### config.mk
export PLATFORM = sky130hd
export DESIGN_NAME = execute_stage
export DESIGN_NICKNAME = d
export VERILOG_FILES = /design/src/rtl/ex_pkg.sv /design/src/rtl/dff.sv /design/src/rtl/exec_alu.sv /design/src/rtl/execute_stage.sv
export SDC_FILE = /design/constraint.sdc
export NUM_CORES = 1
export LEC_CHECK = 0
export CAP_MARGIN = 10
export CORE_MARGIN = 2
export CORE_UTILIZATION = 47
export DETAILED_ROUTE_END_ITERATION = 8
export PLACE_DENSITY = 0.76
export SYNTH_ARGS = -nofsm -noshare
export SYNTH_HDL_FRONTEND = slang
export SYNTH_SLANG_ARGS = --single-unit
### constraint.sdc
create_clock -name clk -period 3.8 [get_ports clk]
set_input_delay 0.57 -clock clk [delete_from_list [all_inputs] [get_ports clk]]
set_output_delay 0.57 -clock clk [all_outputs]
set_load 0.02 [all_outputs]
### src/rtl/ex_pkg.sv
// Shared encodings and the EX/MEM register layout for the execute stage.
// Default widths live here so the ALU and the stage agree on them.
package ex_pkg;

    localparam int EX_WIDTH = 16;
    localparam int EX_REGW  = 3;

    typedef enum logic [3:0] {
        ALU_ADD   = 4'h0,
        ALU_SUB   = 4'h1,
        ALU_XOR   = 4'h2,
        ALU_ANDN  = 4'h3,
        ALU_ROL   = 4'h4,
        ALU_SLL   = 4'h5,
        ALU_ROR   = 4'h6,
        ALU_SRL   = 4'h7,
        ALU_SEQ   = 4'h8,
        ALU_SLT   = 4'h9,
        ALU_SLE   = 4'hA,
        ALU_SCO   = 4'hB,
        ALU_PASSB = 4'hC
    } alu_op_e;

    typedef enum logic [2:0] {
        BR_NONE    = 3'd0,
        BR_BEQZ    = 3'd1,
        BR_BNEZ    = 3'd2,
        BR_BLTZ    = 3'd3,
        BR_BGEZ    = 3'd4,
        BR_J       = 3'd5,
        BR_JR      = 3'd6,
        BR_ILLEGAL = 3'd7
    } br_cond_e;

    typedef struct packed {
        logic [EX_WIDTH-1:0] alu_out;
        logic [EX_WIDTH-1:0] set_val;
        logic [EX_WIDTH-1:0] reg1_data;
        logic [EX_WIDTH-1:0] reg2_data;
        logic [EX_WIDTH-1:0] instr;
        logic [EX_WIDTH-1:0] next_pc;
        logic                reg_wrt;
        logic                mem_en;
        logic                mem_wrt;
        logic                halt;
        logic                valid;
        logic [2:0]          reg_wrt_src;
        logic [EX_REGW-1:0]  write_reg;
    } exmem_t;

    localparam exmem_t EXMEM_BUBBLE = '0;

    function automatic logic alu_op_illegal(input logic [3:0] op);
        return op > ALU_PASSB;
    endfunction

endpackage

### src/rtl/dff.sv
// Plain D flop bank with synchronous active-high clear.
module dff #(
    parameter int W = 1
) (
    input  logic         clk,
    input  logic         rst,
    input  logic [W-1:0] d,
    output logic [W-1:0] q
);

    // NOTE: non-blocking so every flop in the stage samples pre-edge values.
    always_ff @(posedge clk) begin
        if (rst) q <= '0;
        else     q <= d;
    end

endmodule

### src/rtl/exec_alu.sv
// Combinational ALU: result, set-instruction value and internal carry.
// SUB uses WISC order (B-A); compare ops report A-B on alu_out.
module exec_alu
    import ex_pkg::*;
#(
    parameter int WIDTH = EX_WIDTH
) (
    input  logic [3:0]       alu_op,
    input  logic [WIDTH-1:0] a,
    input  logic [WIDTH-1:0] b,
    output logic [WIDTH-1:0] alu_out,
    output logic [WIDTH-1:0] set_val
);

    localparam int SW = $clog2(WIDTH) + 1;

    logic [WIDTH:0]   sum;
    logic             carry;
    logic [WIDTH-1:0] diff_ab;
    logic [WIDTH-1:0] diff_ba;
    logic [3:0]       sh;
    logic [SW-1:0]    rsh;
    logic             lt;
    logic             eq;

    assign sum     = {1'b0, a} + {1'b0, b};
    assign carry   = sum[WIDTH];
    assign diff_ab = a - b;
    assign diff_ba = b - a;
    assign sh      = b[3:0];
    assign rsh     = SW'(WIDTH) - SW'(sh);
    assign lt      = $signed(a) < $signed(b);
    assign eq      = (a == b);

    always_comb begin
        // NOTE: defaults first so no path through the case infers a latch.
        alu_out = '0;
        set_val = '0;
        case (alu_op)
            ALU_ADD:   alu_out = sum[WIDTH-1:0];
            ALU_SUB:   alu_out = diff_ba;
            ALU_XOR:   alu_out = a ^ b;
            ALU_ANDN:  alu_out = a & ~b;
            ALU_ROL:   alu_out = (a << sh) | (a >> rsh);
            ALU_SLL:   alu_out = a << sh;
            ALU_ROR:   alu_out = (a >> sh) | (a << rsh);
            ALU_SRL:   alu_out = a >> sh;
            ALU_SEQ: begin
                alu_out = diff_ab;
                set_val = WIDTH'(eq);
            end
            ALU_SLT: begin
                alu_out = diff_ab;
                set_val = WIDTH'(lt);
            end
            ALU_SLE: begin
                alu_out = diff_ab;
                set_val = WIDTH'(lt | eq);
            end
            ALU_SCO: begin
                alu_out = sum[WIDTH-1:0];
                set_val = WIDTH'(carry);
            end
            ALU_PASSB: alu_out = b;
            default: ;
        endcase
    end

endmodule

### src/rtl/execute_stage.sv
// Execute stage: operand mux, ALU, branch resolution and the EX/MEM register
// with stall-hold, flush-to-bubble, sticky halt and sticky illegal-op error.
module execute_stage
    import ex_pkg::*;
#(
    parameter int WIDTH = EX_WIDTH,
    parameter int REGW  = EX_REGW
) (
    input  logic             clk,
    input  logic             rst,
    input  logic             validIn,
    input  logic             stall,
    input  logic             flush,
    input  logic [WIDTH-1:0] reg1Data,
    input  logic [WIDTH-1:0] reg2Data,
    input  logic [WIDTH-1:0] imm,
    input  logic             aluSrc,
    input  logic [3:0]       aluOp,
    input  logic [2:0]       brCond,
    input  logic [WIDTH-1:0] instr,
    input  logic [WIDTH-1:0] nextPc,
    input  logic             regWrt,
    input  logic             memEn,
    input  logic             memWrt,
    input  logic             halt,
    input  logic [2:0]       regWrtSrc,
    input  logic [REGW-1:0]  writeReg,
    output logic [WIDTH-1:0] aluOut,
    output logic [WIDTH-1:0] setVal,
    output logic [WIDTH-1:0] reg1DataOut,
    output logic [WIDTH-1:0] reg2DataOut,
    output logic [WIDTH-1:0] instrOut,
    output logic [WIDTH-1:0] nextPcOut,
    output logic             regWrtOut,
    output logic             memEnOut,
    output logic             memWrtOut,
    output logic             haltOut,
    output logic             validOut,
    output logic [2:0]       regWrtSrcOut,
    output logic [REGW-1:0]  writeRegOut,
    output logic             err,
    output logic             branchTaken,
    output logic [WIDTH-1:0] branchTarget
);

    logic [WIDTH-1:0] op_b;
    logic [WIDTH-1:0] alu_res;
    logic [WIDTH-1:0] set_res;
    logic             cond_true;
    logic             illegal;
    logic             live;

    exmem_t exmem_d, exmem_q;
    logic   halt_seen_d, halt_seen_q;
    logic   err_d, err_q;

    assign op_b = aluSrc ? imm : reg2Data;

    exec_alu #(.WIDTH(WIDTH)) u_alu (
        .alu_op  (aluOp),
        .a       (reg1Data),
        .b       (op_b),
        .alu_out (alu_res),
        .set_val (set_res)
    );

    always_comb begin
        cond_true    = 1'b0;
        branchTarget = nextPc + imm;
        case (brCond)
            BR_BEQZ: cond_true = (reg1Data == '0);
            BR_BNEZ: cond_true = (reg1Data != '0);
            BR_BLTZ: cond_true = reg1Data[WIDTH-1];
            BR_BGEZ: cond_true = ~reg1Data[WIDTH-1];
            BR_J:    cond_true = 1'b1;
            BR_JR: begin
                cond_true    = 1'b1;
                branchTarget = reg1Data + imm;
            end
            default: ;
        endcase
    end

    assign branchTaken = validIn & ~stall & ~halt_seen_q & cond_true;

    // Once halted, nothing younger may reach the memory stage.
    assign live    = validIn & ~halt_seen_q;
    assign illegal = alu_op_illegal(aluOp) | (brCond == BR_ILLEGAL);

    // Priority below rst (handled in the flops): flush > stall > load.
    always_comb begin
        exmem_d     = exmem_q;
        halt_seen_d = halt_seen_q;
        err_d       = err_q;
        if (flush) begin
            exmem_d = EXMEM_BUBBLE;
        end else if (!stall) begin
            exmem_d      = EXMEM_BUBBLE;
            exmem_d.halt = halt_seen_q;
            if (live) begin
                exmem_d.alu_out     = alu_res;
                exmem_d.set_val     = set_res;
                exmem_d.reg1_data   = reg1Data;
                exmem_d.reg2_data   = reg2Data;
                exmem_d.instr       = instr;
                exmem_d.next_pc     = nextPc;
                exmem_d.reg_wrt     = regWrt & ~illegal;
                exmem_d.mem_en      = memEn;
                exmem_d.mem_wrt     = memWrt & ~illegal;
                exmem_d.halt        = halt;
                exmem_d.valid       = 1'b1;
                exmem_d.reg_wrt_src = regWrtSrc;
                exmem_d.write_reg   = writeReg;
                halt_seen_d         = halt;
                err_d               = err_q | illegal;
            end
        end
    end

    dff #(.W($bits(exmem_t))) u_exmem_reg (
        .clk (clk),
        .rst (rst),
        .d   (exmem_d),
        .q   (exmem_q)
    );

    dff #(.W(1)) u_halt_seen_reg (
        .clk (clk),
        .rst (rst),
        .d   (halt_seen_d),
        .q   (halt_seen_q)
    );

    dff #(.W(1)) u_err_reg (
        .clk (clk),
        .rst (rst),
        .d   (err_d),
        .q   (err_q)
    );

    assign aluOut       = exmem_q.alu_out;
    assign setVal       = exmem_q.set_val;
    assign reg1DataOut  = exmem_q.reg1_data;
    assign reg2DataOut  = exmem_q.reg2_data;
    assign instrOut     = exmem_q.instr;
    assign nextPcOut    = exmem_q.next_pc;
    assign regWrtOut    = exmem_q.reg_wrt;
    assign memEnOut     = exmem_q.mem_en;
    assign memWrtOut    = exmem_q.mem_wrt;
    assign haltOut      = exmem_q.halt;
    assign validOut     = exmem_q.valid;
    assign regWrtSrcOut = exmem_q.reg_wrt_src;
    assign writeRegOut  = exmem_q.write_reg;
    assign err          = err_q;

endmodule

=== Word level (Yosys, flattened, before mapping) ===
Index checks and enable logic that the tools add are counted.

* Flip-flop bits (word level): 109
* Input port bits: 103
* Output and inout bits: 125
* Word-level logic and storage cells: 68

* Add/sub/neg operators: 6
* $lt $le $gt $ge: 2
* Eq/ne operators: 20
* Shift-type cells: 4
* Multiplexer cells: 6
* Bitwise operators: 19
* Reductions and logical operators: 8

{| class="wikitable"
|+ Operator list
! kind !! count
|-
| $pmux 16 s10 || 1
|-
| $mux 107 || 1
|-
| $pmux 16 s4 || 1
|-
| $add 16x16->16 || 2
|-
| $mux 16 || 2
|-
| $or 16x16->16 || 2
|-
| $sub 16x16->16 || 2
|-
| $eq 4x4->1 const B || 5
|-
| $add 16x16->17 || 1
|-
| $and 16x16->16 || 1
|-
| $eq 16x16->1 || 1
|-
| $eq 4x3->1 const B || 4
|-
| $logic_not 16->1 || 1
|-
| $lt 16x16->1 || 1
|-
| $not 16->16 || 1
|-
| $reduce_bool 16->1 || 1
|-
| $shl 16x4->16 || 1
|-
| $shl 16x5->16 || 1
|-
| $shr 16x4->16 || 1
|-
| $shr 16x5->16 || 1
|-
| $xor 16x16->16 || 1
|-
| $eq 3x3->1 const B || 4
|-
| $eq 4x2->1 const B || 2
|-
| $and 1x1->1 || 6
|-
| other kinds (12) || 21
|}

=== Longest topological paths before layout ===
Gate-level depths: netlist (run 1).

* Depth in word-level cells: 6
* Gate-level depth with buffers: 16
* Mapped depth without buffers: 14

=== Cells and area by module ===
A second synthesis (run 1) with hierarchy kept.

* Cell total of the unflattened synthesis: 1408
* Area, all modules: 11120.7 um^2

{| class="wikitable"
|+ Modules (own cells, without submodules)
! module !! times used !! cells each !! area each (um^2) !! sequential area each (um^2)
|-
| exec_alu || 1 || 886 || 5866.9 || 0.0
|-
| dff (u_exmem_reg) || 1 || 225 || 2876.5 || 2142.1
|-
| execute_stage || 1 || 293 || 2309.7 || 0.0
|-
| dff (u_err_reg ...) || 2 || 2 || 33.8 || 20.0
|}

=== Worst setup path before layout (run 1) ===
Ideal clock, no wire load.

* Path type: input-to-output
* Start point: input reg1Data[1]
* End point: output branchTarget[15]
* Arrival: 3.520 ns
* Data required time: 3.230 ns
* Setup slack: -0.290 ns
* Cell stages on the path: 12
* Buffers on the path: 1
* Path through: clkbuf_1 -> inv_1 -> o21ai_0 -> ha_1 -> a211o_1 -> a211o_1 -> a41o_1 -> nor4_2 -> nor3_1 -> a2111o_1 -> o31ai_1 -> xnor2_1

* Longest elaborated chain between the ends: 2

{| class="wikitable"
|+ RTL lines
! item !! line !! source
|-
| from (decl) || execute_stage.sv:14 || <nowiki>input logic [WIDTH-1:0] reg1Data,</nowiki>
|-
| $add 16x16->16 || execute_stage.sv:78 || <nowiki>branchTarget = reg1Data + imm;</nowiki>
|-
| $mux 16 || execute_stage.sv:70 || <nowiki>case (brCond)</nowiki>
|-
| to (decl) || execute_stage.sv:43 || <nowiki>output logic [WIDTH-1:0] branchTarget</nowiki>
|}

No other way between the ends.

=== Worst setup path after layout (run 1) ===
* Start point: input reg1Data[3]
* End point: output branchTarget[15]

The elaborated chain is that of the path after synthesis.

==> summary.md, run 1 <==
| Metric | Value |
|---|---|
| IO Port Bufs | 212 |
| Uppermost routed layer | met4 |
| Setup CP Type | input pin to output port |
| Switching part of the total | 41.35% |
| Worst EP required | 3.23 ns |
| Critical path endpoint category | output port |
| Worst hold path class | register to register |
| Setup crit start kind | input pin |
| Final core occ | between 70% and 80% |
| Synth area leader | dfxtp_1 |
| F_max | 248.3 MHz |
| Count of final max-slew check failures | 0 |
| CTS Sinks | 94 |
| Reg power frac | 22.5% |
| Drt first pass iters | 5 |
| Yosys reg bits | 94 |
| Cell count of the worst reg-to-reg path | 9 |
| Slew @ Worst Pin | 0.7132 ns |
| Synth cell types | 86 |
| Routability cong. | approximately 1.1 |
| Setup ws final | -0.2274 ns |
| Leakage | between 6 and 7 nW |
| Initial Util | between 40% and 50% |
| Drt wl/cell | 24.97 um |
| Non-Filler Instances | roughly 2100 |
| Slew headroom | 52.45% |
| Share of layout cells above drive strength 1 | 25.32% |
| Final WL | 51860 um |
| Met2 WL | 23550 um |
| Worst R2R Start | u_exmem_reg.q[104] |
| Die W | between 150 and 200 um |
| R2R Path End | u_exmem_reg.q[104] |
| Num CTS Buffers | 9 |
| M1 WL | 18930 um |
| First-pass GRT wire length | roughly 75000 um |
| Hold buffers post-CTS | 0 |
| Placement Rows | 53 |
| Max VDD drop | 0.2988 mV |
| Critical Path AT | 3.46 ns |
| Detailed Place HPWL | 39760 um |
| Met3 WL | 5440 um |
| Final setup vio count | 2 |
| Worst hold stages | 2 |
| Pwr dens | between 200 and 300 nW/um^2 |
| Max clock buf depth | 2 |
| Clock power share | 21.8% |
| Final hold violations | 0 |
| Worst-path fanout max | 2 |
| Asr flop ratio synth | 0% |
| Syn_area_per_cell | 7.467 sq um |
| Switch Pwr | 1.868 mW |
| CTS tree | built |
| GRT overflow | 0 |
| Maximum Capacitance Violations | 0 |
| Largest net degree at the start of global routing | 66 |
| Initial DRC count | 1376 |
| Mapped Cells | ~1300 |
| Io pins | 228 |
| Inst Count DP | ~2000 |
| Initial antenna violation count | 0 |
| Int Pwr | 2.650 mW |
| Hold path start | u_exmem_reg.q[94] |
| Tot GR Track Use | 44.15% |
| Area delta synth->final | 50.38% |
| Nets | 1974 |
| Prevailing post-synth register cell | dfxtp_1 |
| Final ANT Viol Nets | 0 |
| Power share of the combinational group | between 50 and 60% |
| Register area share after synthesis | between 10% and 20% |
| RSZ-0062 raised after global routing | yes |
| Internal reg-to-reg setup slack | approximately 1.9 ns |
| Clock latency on the worst-skew pair | 0.36 ns |
| Vias | 13240 |
| Period Utilization, post-route | 106.0% |
| Vias in the first global route | 12750 |
| Clock skew | 0.01286 ns |
| EDFF count, synth | 0 |
| Synth top area cells | dfxtp_1, ha_1, mux2i_1 |
| Root Driver | clkbuf_16 |
| DIE HEIGHT | roughly 150 um |
| Clk pin slew, worst setup/hold paths | 0.09 ns |
| Die area | around 23000 sq um |
| Share of the synthesized area in the top cell type | between 10% and 20% |
| Hold EP | u_exmem_reg.q[94] |
| Failing checks | setup timing |
| DRC violations left | 0 |
| Fin crit period | 4.027 ns |
| Warnings, synthesis | 0 |
| H-Tree Level Count | 3 |
| Run status | finished, violations left |
| Setup Total Neg Slack | -0.3446 ns |
| Design Power | 4.518 mW |
| Placeable Area | around 21000 sq um |
| DR vias/cell | 6.373 |
| Synth Cell Area | 10040 sq um |
## cell type report
class,count,area (sq um)
multi-input combinational,1085,7700
timing repair buffer,548,4654
tap,275,344.1
fill,1668,5918
clock inverter,6,68.82
clock buffer,9,225.2
antenna,1,2.502
sequential,94,1882
inverter,59,226.5
## worst max path at each step
stage | slack [ns] | startpoint | endpoint
6_report | -0.23 | reg1Data[3] | branchTarget[15]
5_1_grt | -0.34 | brCond[0] | branchTarget[15]
4_1_cts | -0.16 | brCond[0] | branchTarget[15]
3_5_place_dp | -1.22 | brCond[0] | branchTarget[14]
3_3_place_gp | -1.19 | brCond[0] | branchTarget[15]
2_1_floorplan | -0.006 | brCond[0] | branchTarget[15]
## metal layers
metal | track usage, % | vias up
met5 | 0 | -
met3 | 10.58 | 245
met2 | 70.46 | 854
met4 | 27.97 | 0
met1 | 53.31 | 6294
li1 | - | 5843
## synth_stat cells, types with 5 or more instances
master,number
o2111ai_1,5
o21ai_1,5
dfxtp_1,94
nand4_1,6
buf_1,8
a21o_1,10
nand3_1,28
nor4_1,9
nand2b_1,12
a22oi_1,79
o211ai_1,11
o21a_1,10
xor2_1,8
clkbuf_1,83
mux2_2,12
and3_1,16
nor3_1,31
nor2b_1,11
mux2i_1,70
mux2i_2,5
o22ai_1,19
xnor2_1,25
buf_4,19
a221oi_1,16
nor2_1,158
or3_1,6
mux4_2,7
inv_1,55
a22o_1,7
a21oi_1,88
a311oi_1,5
o221ai_1,8
a32oi_1,10
a211oi_1,18
o21ai_0,75
buf_2,7
and2_1,9
o41ai_1,7
a221o_1,6
or2_2,5
nand2_1,120
a31oi_1,13
ha_1,70
## cells by family (layout without fill, tap and decap cells)
logic type,Yosys count,after routing,synth area share (%)
buffers and inverters,180,622,7.849
DFF,94,94,18.74
xor gates and xnor gates,35,35,3.426
and+or+nand+nor,425,425,19.14
adders and majority gates,74,74,9.518
other,1,16,0.03734
AOI/OAI and AO/OA,438,438,29.94
muxes,98,98,11.36
## metrics by stage
stage	cell area [sq um]	hold slack (ns)	worst slack, ns
6_report	15100	0.4733	-0.2274
2_1_floorplan	10150	0.4603	-0.005735
3_5_place_dp	14440	0.4527	-1.224
5_1_grt	15100	0.5209	-0.3351
4_1_cts	14880	0.4727	-0.1610
3_3_place_gp	14440	0.4368	-1.193
## registers in the layout, indices dropped and copies added (netlist names)
signal,cells
u_exmem_reg.q,92
u_err_reg.q,1
u_halt_seen_reg.q,1
## power groups by stage
stage | clock network (mW) | logic (mW) | registers, mW
4_1_cts | 0.982 | 2.37 | 1.02
2_1_floorplan | 0 | 1.19 | 1.06
6_report | 0.983 | 2.52 | 1.02
5_1_grt | 1.00 | 2.64 | 1.02
3_3_place_gp | 0 | 2.30 | 1.04
3_5_place_dp | 0 | 2.33 | 1.04
## layout by cell type, fill, tap and decap left out, types with 11 or more instances in the layout
master	instances
nor3_1	30
buf_4	334
mux2_2	11
a211oi_1	16
a21oi_1	83
and3_1	16
conb_1	15
nor2_1	157
a31oi_1	12
nand2_1	118
nand2b_1	12
xnor2_1	23
inv_1	52
clkdlybuf4s50_1	187
a221oi_1	13
dfxtp_1	94
o211ai_1	11
o21ai_0	67
a22oi_1	79
mux2i_1	68
ha_1	65
nand3_1	27
o22ai_1	19
## critical path, cell delays in order
cell	delay (ns)
dlygate4sd2_1	0.35
inv_1	0.12
o21ai_1	0.15
ha_1	0.26
o21a_1	0.13
a211o_1	0.33
a41o_1	0.24
nor4_4	0.33
nor3_2	0.07
a2111o_1	0.34
o31ai_4	0.29
xnor2_2	0.15
buf_6	0.14
## timing repair
item                                    CTS  global route
pin swaps                                16            28
resized for setup                        88            46
endpoints found under the setup margin   17            18
buffers inserted                         11             9
Power figures use the tool's default switching activity.
==> inputs of run 2 (changes only) <==
--- a/config.mk
+++ b/config.mk
@@ -7,9 +7,11 @@
 export LEC_CHECK = 0
 export CAP_MARGIN = 10
 export CORE_MARGIN = 2
-export CORE_UTILIZATION = 47
+export CORE_UTILIZATION = 48
+export CTS_BUF_LIST = sky130_fd_sc_hd__clkbuf_2 sky130_fd_sc_hd__clkbuf_4 sky130_fd_sc_hd__clkbuf_8
 export DETAILED_ROUTE_END_ITERATION = 8
-export PLACE_DENSITY = 0.76
+export HOLD_SLACK_MARGIN = 0.05
+export PLACE_DENSITY = 0.78
 export SYNTH_ARGS = -nofsm -noshare
 export SYNTH_HDL_FRONTEND = slang
 export SYNTH_SLANG_ARGS = --single-unit
==> summary.md, run 2 (synthesis gave the netlist of run 1 again) <==
| Metric | Value |
|---|---|
| Clock latency on the worst-skew pair | 0.41 ns |
| Initial antenna violation count | 0 |
| Final WL | approximately 54000 um |
| Largest register FFs | 92 |
| DIE HEIGHT | 148.7 um |
| Worst hold path class | register to register |
| Leakage | roughly 6.4 nW |
| Worst EP required | 3.23 ns |
| Die area | 22100 sq um |
| Placement Rows | 52 |
| F_max | ~240 MHz |
| Busiest grt layer | met2 |
| Period Utilization, post-route | 109.2% |
| Critical path endpoint category | output port |
| Final ANT Viol Nets | 0 |
| Fin area | 14950 sq um |
| Most frequent cells in the layout | buf_4, clkdlybuf4s50_1, nor2_1 |
| GRT overflow | 0 |
| Slew headroom | 44.78% |
| Top flop regs | u_exmem_reg.q (92), u_err_reg.q (1), u_halt_seen_reg.q (1) |
| Failing checks | setup timing |
| Met3 GRT Util | 13.40% |
| Final hold violations | 0 |
| Worst-path fanout max | 5 |
| Antenna diode count | 0 |
| CP delay by family, top | compound AO/OA/AOI/OAI gates |
| Num CTS Buffers | 9 |
| Routability cong. | between 1 and 1.5 |
| Share of layout cells above drive strength 1 | about a quarter |
| First-pass GRT wire length | just under 80000 um |
| Max clock buf depth | 2 |
| Pwr dens | 286.5 nW/um^2 |
| Critical path's slowest cell | a2111o_1 |
| Final setup vio count | 3 |
| DR vias/cell | ~6.6 |
| Crit-path max cell delay | 0.35 ns |
| Vias in the first global route | between 10000 and 15000 |
| Initial DRC count | ~1600 |
| Post-Place Setup Slack | -1.268 ns |
| Worst Path Buf+Inv | 3 |
| Critical Path AT | 3.58 ns |
| Vias | 13580 |
| H-Tree Level Count | 3 |
| Commonest non-fill, non-tap cell in the layout | buf_4 |
| IO Port Bufs | 212 |
| Drt wl/cell | approximately 26 um |
| Drt first pass iters | 6 |
| Detailed Place HPWL | 40500 um |
| Area delta synth->final | 48.82% |
| Nets | 1968 |
| Largest net degree at the start of global routing | 76 |
| CTS tree | built |
| Setup CP Type | input pin to output port |
| Run status | finished, violations left |
| DRC violations left | 0 |
| Routing usage on met1 | a little under three fifths |
| Tot GR Track Use | 46.59% |
| Final core occ | 73.40% |
| Max VDD drop | 0.2030 mV |
| Slew @ Worst Pin | 0.8283 ns |
| Count of final max-slew check failures | 0 |
| Clock skew | 0.01547 ns |
| RSZ-0062 raised after global routing | yes |
| CTS Sinks | 94 |
| Placeable Area | 20360 sq um |
| Hold buffers post-CTS | 0 |
| Design Power | 4.282 mW |
| Setup crit start kind | input pin |
| Io pins | approximately 230 |
| Initial Util | 49.32% |
| Setup ws final | -0.3487 ns |
| Placed standard-cell area | 14500 sq um |
| Root Driver | clkbuf_8 |
| Cell Chain, Critical Path | buf_8 -> inv_8 -> nand3_4 -> o21ai_0 -> ha_1 -> o21a_1 -> a211o_1 -> a41o_1 -> nor4_4 -> nor3_2 -> a2111o_1 -> o31ai_4 -> xnor2_2 -> buf_4 |
| Setup Total Neg Slack | -0.7244 ns |
| Global-route met2 utilization | between 70 and 80% |
| Reg with most FFs | u_exmem_reg.q |
| Fin crit period | just over 4 ns |
| Maximum Capacitance Violations | 0 |
| Clk pin slew, worst setup/hold paths | between 0.1 and 0.15 ns |
| Die W | roughly 150 um |
## run 2: repair_timing
item / 4_1_cts / 5_1_grt
buffers inserted: 6 / 2
cloned: 1 / 0
setup endpoints to repair: 25 / 11
hold endpoints to repair: 0 / 0
gates resized for setup: 80 / 38
pin swaps: 15 / 21
## run 2: area by class of cell
cell class / count / area [sq um]
Inverter: 59 / 231.5
Sequential cell: 94 / 1882
Timing Repair Buffer: 541 / 4639
Clock inverter: 7 / 62.56
Tap cell: 270 / 337.8
Fill cell: 1632 / 5418
Multi-Input combinational cell: 1086 / 7670
Clock buffer: 9 / 123.9
## run 2: routing by layer
metal | wire length (um) | part of all wire (%) | vias up
met1 | 19630 | 36 | 6406
met4 | 4360 | 8.0 | 0
li1 | - | - | 5821
met3 | 6285 | 12 | 314
met2 | 24020 | 44 | 1039
met5 | 0 | 0 | -
## run 2: tightest hold or removal path, stage by stage, from the launching register on
cell and delay (ns):
dfxtp_1 0.35, nand2_1 0.06, o21ai_1 0.05
## run 2: power breakdown
| group | internal (mW) | switching (mW) | total (mW) |
|---|---|---|---|
| clock network | 0.256 | 0.493 | 0.749 |
| logic | 1.12 | 1.39 | 2.51 |
| registers | 1.01 | 0.0134 | 1.02 |
## run 2: through the flow
stage,cells,hold slack (ns)
finish,2066,0.4952
global route,2066,0.5097
CTS,2064,0.4853
detailed placement,2043,0.4646
global placement,2043,0.4371
floorplan,1359,0.4603
## run 2: path summary, 6_finish.rpt
path | start | endpoint | slack (ns) | cells after the start
max reg2reg | u_halt_seen_reg.q | u_err_reg.q | 1.77 | 6
min | u_exmem_reg.q[102] | u_exmem_reg.q[102] | 0.50 | 2
min reg2reg | u_exmem_reg.q[102] | u_exmem_reg.q[102] | 0.50 | 2
max | brCond[0] | branchTarget[15] | -0.35 | 14
==> inputs of run 3 (changes only) <==
--- a/config.mk
+++ b/config.mk
@@ -6,7 +6,6 @@
 export NUM_CORES = 1
 export LEC_CHECK = 0
 export CAP_MARGIN = 10
-export CORE_MARGIN = 2
 export CORE_UTILIZATION = 48
 export CTS_BUF_LIST = sky130_fd_sc_hd__clkbuf_2 sky130_fd_sc_hd__clkbuf_4 sky130_fd_sc_hd__clkbuf_8
 export DETAILED_ROUTE_END_ITERATION = 8
==> summary.md, run 3 (synthesis gave the netlist of run 1 again) <==
| Metric | Value |
|---|---|
| Setup ws final | -0.2212 ns |
| Num CTS Buffers | 9 |
| Most frequent cells in the layout | buf_4, clkdlybuf4s50_1, nor2_1 |
| Beginning of the critical path | imm[2] |
| Top flop regs | u_exmem_reg.q (92), u_err_reg.q (1), u_halt_seen_reg.q (1) |
| Vias | about 14000 |
| Clock skew | 0.02863 ns |
| Cell mode on critical path | buf_4 |
| Max VDD drop | slightly above 0.3 mV |
| Final ANT Viol Nets | 0 |
| Tot GR Track Use | 47.45% |
| F_max | 248.7 MHz |
| DRC violations left | 0 |
| Crit path to | branchTarget[15] |
| Maximum Capacitance Violations | 0 |
| Commonest non-fill, non-tap cell in the layout | buf_4 |
| Die area | 21510 sq um |
| Slew @ Worst Pin | around 0.85 ns |
| RSZ-0062 raised after global routing | yes |
| Critical path's slowest cell | clkdlybuf4s50_1 |
| DR vias/cell | 6.500 |
| H-Tree Level Count | 3 |
| Run status | finished, violations left |
| First-pass GRT wire length | 77710 um |
| Die W | between 100 and 150 um |
| Final setup vio count | 4 |
| Slew headroom | 43.24% |
| Crit-path max cell delay | between 0.5 and 0.6 ns |
| Cell count of the worst reg-to-reg path | 5 |
| Setup crit start kind | input pin |
| Vias in the first global route | 13290 |
| Pwr dens | 286.5 nW/um^2 |
| Placeable Area | 20360 sq um |
| Worst hold path class | register to register |
| Count of final max-slew check failures | 0 |
| Critical Path AT | 3.45 ns |
| Largest net degree at the start of global routing | 77 |
| IO Port Bufs | 212 |
| Routability cong. | around 1.1 |
| Critical path endpoint category | output port |
| Drt first pass iters | 6 |
| Final WL | 52450 um |
| CTS tree | built |
| Initial antenna violation count | 0 |
| Period Utilization, post-route | 105.8% |
| Area delta synth->final | 50.21% |
| Internal reg-to-reg setup slack | 1.32 ns |
| Max clock buf depth | 2 |
| Initial Util | 49.32% |
| Io pins | ~230 |
| Fin crit period | 4.021 ns |
| Setup CP Type | input pin to output port |
| Failing checks | setup timing |
| Initial DRC count | 1687 |
| Worst R2R Start | u_halt_seen_reg.q |
| Cell Chain, Critical Path | clkdlybuf4s50_1 -> ha_2 -> o21a_1 -> a211o_1 -> a41o_1 -> nor4_4 -> nor3_1 -> a2111o_1 -> o31ai_2 -> buf_4 -> xnor2_2 -> buf_4 |
| GRT overflow | 0 |
| Leakage | about 6.5 nW |
| DIE HEIGHT | around 150 um |
| Clock latency on the worst-skew pair | 0.43 ns |
| Worst-path fanout max | 3 |
| CTS Sinks | 94 |
| Nets | 1986 |
| Share of layout cells above drive strength 1 | 25.08% |
| Final hold violations | 0 |
| Reg with most FFs | u_exmem_reg.q |
| R2R Path End | u_exmem_reg.q[94] |
| Root Driver | clkbuf_8 |
| Worst EP required | 3.23 ns |
| Clk pin slew, worst setup/hold paths | 0.12 ns |
| Detailed Place HPWL | 39420 um |
| Final core occ | 74.08% |
| Drt wl/cell | between 20 and 30 um |
| Placement Rows | 52 |
| Post-Place Setup Slack | -1.233 ns |
| Largest register FFs | 92 |
## run 3: cell types whose count changed in the layout (fill, tap and decap cells not counted), moves of 2 or more
cell | previous run | this run
o21ai_0 | 68 | 70
buf_4 | 326 | 340
inv_8 | 3 | 1
o21ai_1 | 9 | 6
dlygate4sd2_1 | 9 | 11
mux2i_2 | 6 | 8
ha_1 | 67 | 65
o21ai_2 | 2 | 4
clkdlybuf4s15_1 | 3 | 0
clkbuf_4 | 0 | 2
buf_6 | 6 | 9
ha_2 | 2 | 5
## run 3: how the worst min path moves through the flow
stage | end | depth (start not counted) | from
4_1_cts | u_exmem_reg.q[93] | 2 | u_exmem_reg.q[93]
6_report | u_exmem_reg.q[93] | 2 | u_exmem_reg.q[93]
3_3_place_gp | u_exmem_reg.q[94] | 2 | u_exmem_reg.q[94]
3_5_place_dp | u_exmem_reg.q[93] | 2 | u_exmem_reg.q[93]
2_1_floorplan | u_halt_seen_reg.q | 2 | u_halt_seen_reg.q
5_1_grt | u_exmem_reg.q[102] | 2 | u_exmem_reg.q[102]
## run 3: worst max-delay path: cells and delay by family
family / cells / cell delay [ns]
AOI/OAI and AO/OA: 5 / 1.34
xor gates and xnor gates: 1 / 0.10
adders and majority gates: 1 / 0.31
buffers and inverters: 3 / 0.86
and+or+nand+nor: 2 / 0.24
## run 3: area by class of cell
| class | instances | area, sq um |
|---|---|---|
| Clock inverter | 5 | 67.56 |
| Sequential cell | 94 | 1882 |
| Inverter | 59 | 231.5 |
| Fill cell | 1552 | 5279 |
| Clock buffer | 11 | 138.9 |
| Antenna cell | 1 | 2.502 |
| Tap cell | 270 | 337.8 |
| Multi-Input combinational cell | 1086 | 7635 |
| Timing Repair Buffer | 559 | 4791 |
## run 3: per-stage QoR
step	hold slack, ns	instances	total power, mW	cell area (sq um)	setup TNS (ns)
3_3_place_gp	0.4428	2051	3.354	14560	-14.94
3_5_place_dp	0.4709	2051	3.377	14560	-16.05
4_1_cts	0.4992	2080	4.185	14930	-0.4719
6_report	0.5023	2085	4.322	15090	-0.3068
5_1_grt	0.5098	2084	4.462	15080	-0.8683
2_1_floorplan	0.4603	1359	2.255	10150	-0.005735
## run 3: per-layer routing
layer,routed length [um],track usage (%),share of wire (%)
met1,19030,56.54,36
met3,5980,12.22,11
met4,4484,34.01,8.5
met2,22960,74.03,44
met5,0,0,0
## run 3: power breakdown
group          switching (mW)  total, mW  internal (mW)
sequential             0.0140       1.02           1.01
combinational            1.37       2.50           1.13
clock                   0.470      0.800          0.330
total                    1.86       4.32           2.46
## run 3: what timing repair did
item                                    CTS  global route
setup buffers                            12             6
pin swaps                                19            16
cloned                                    1             0
hold buffers                              0             0
endpoints found under the setup margin   23            16
gates resized for setup                  84            37
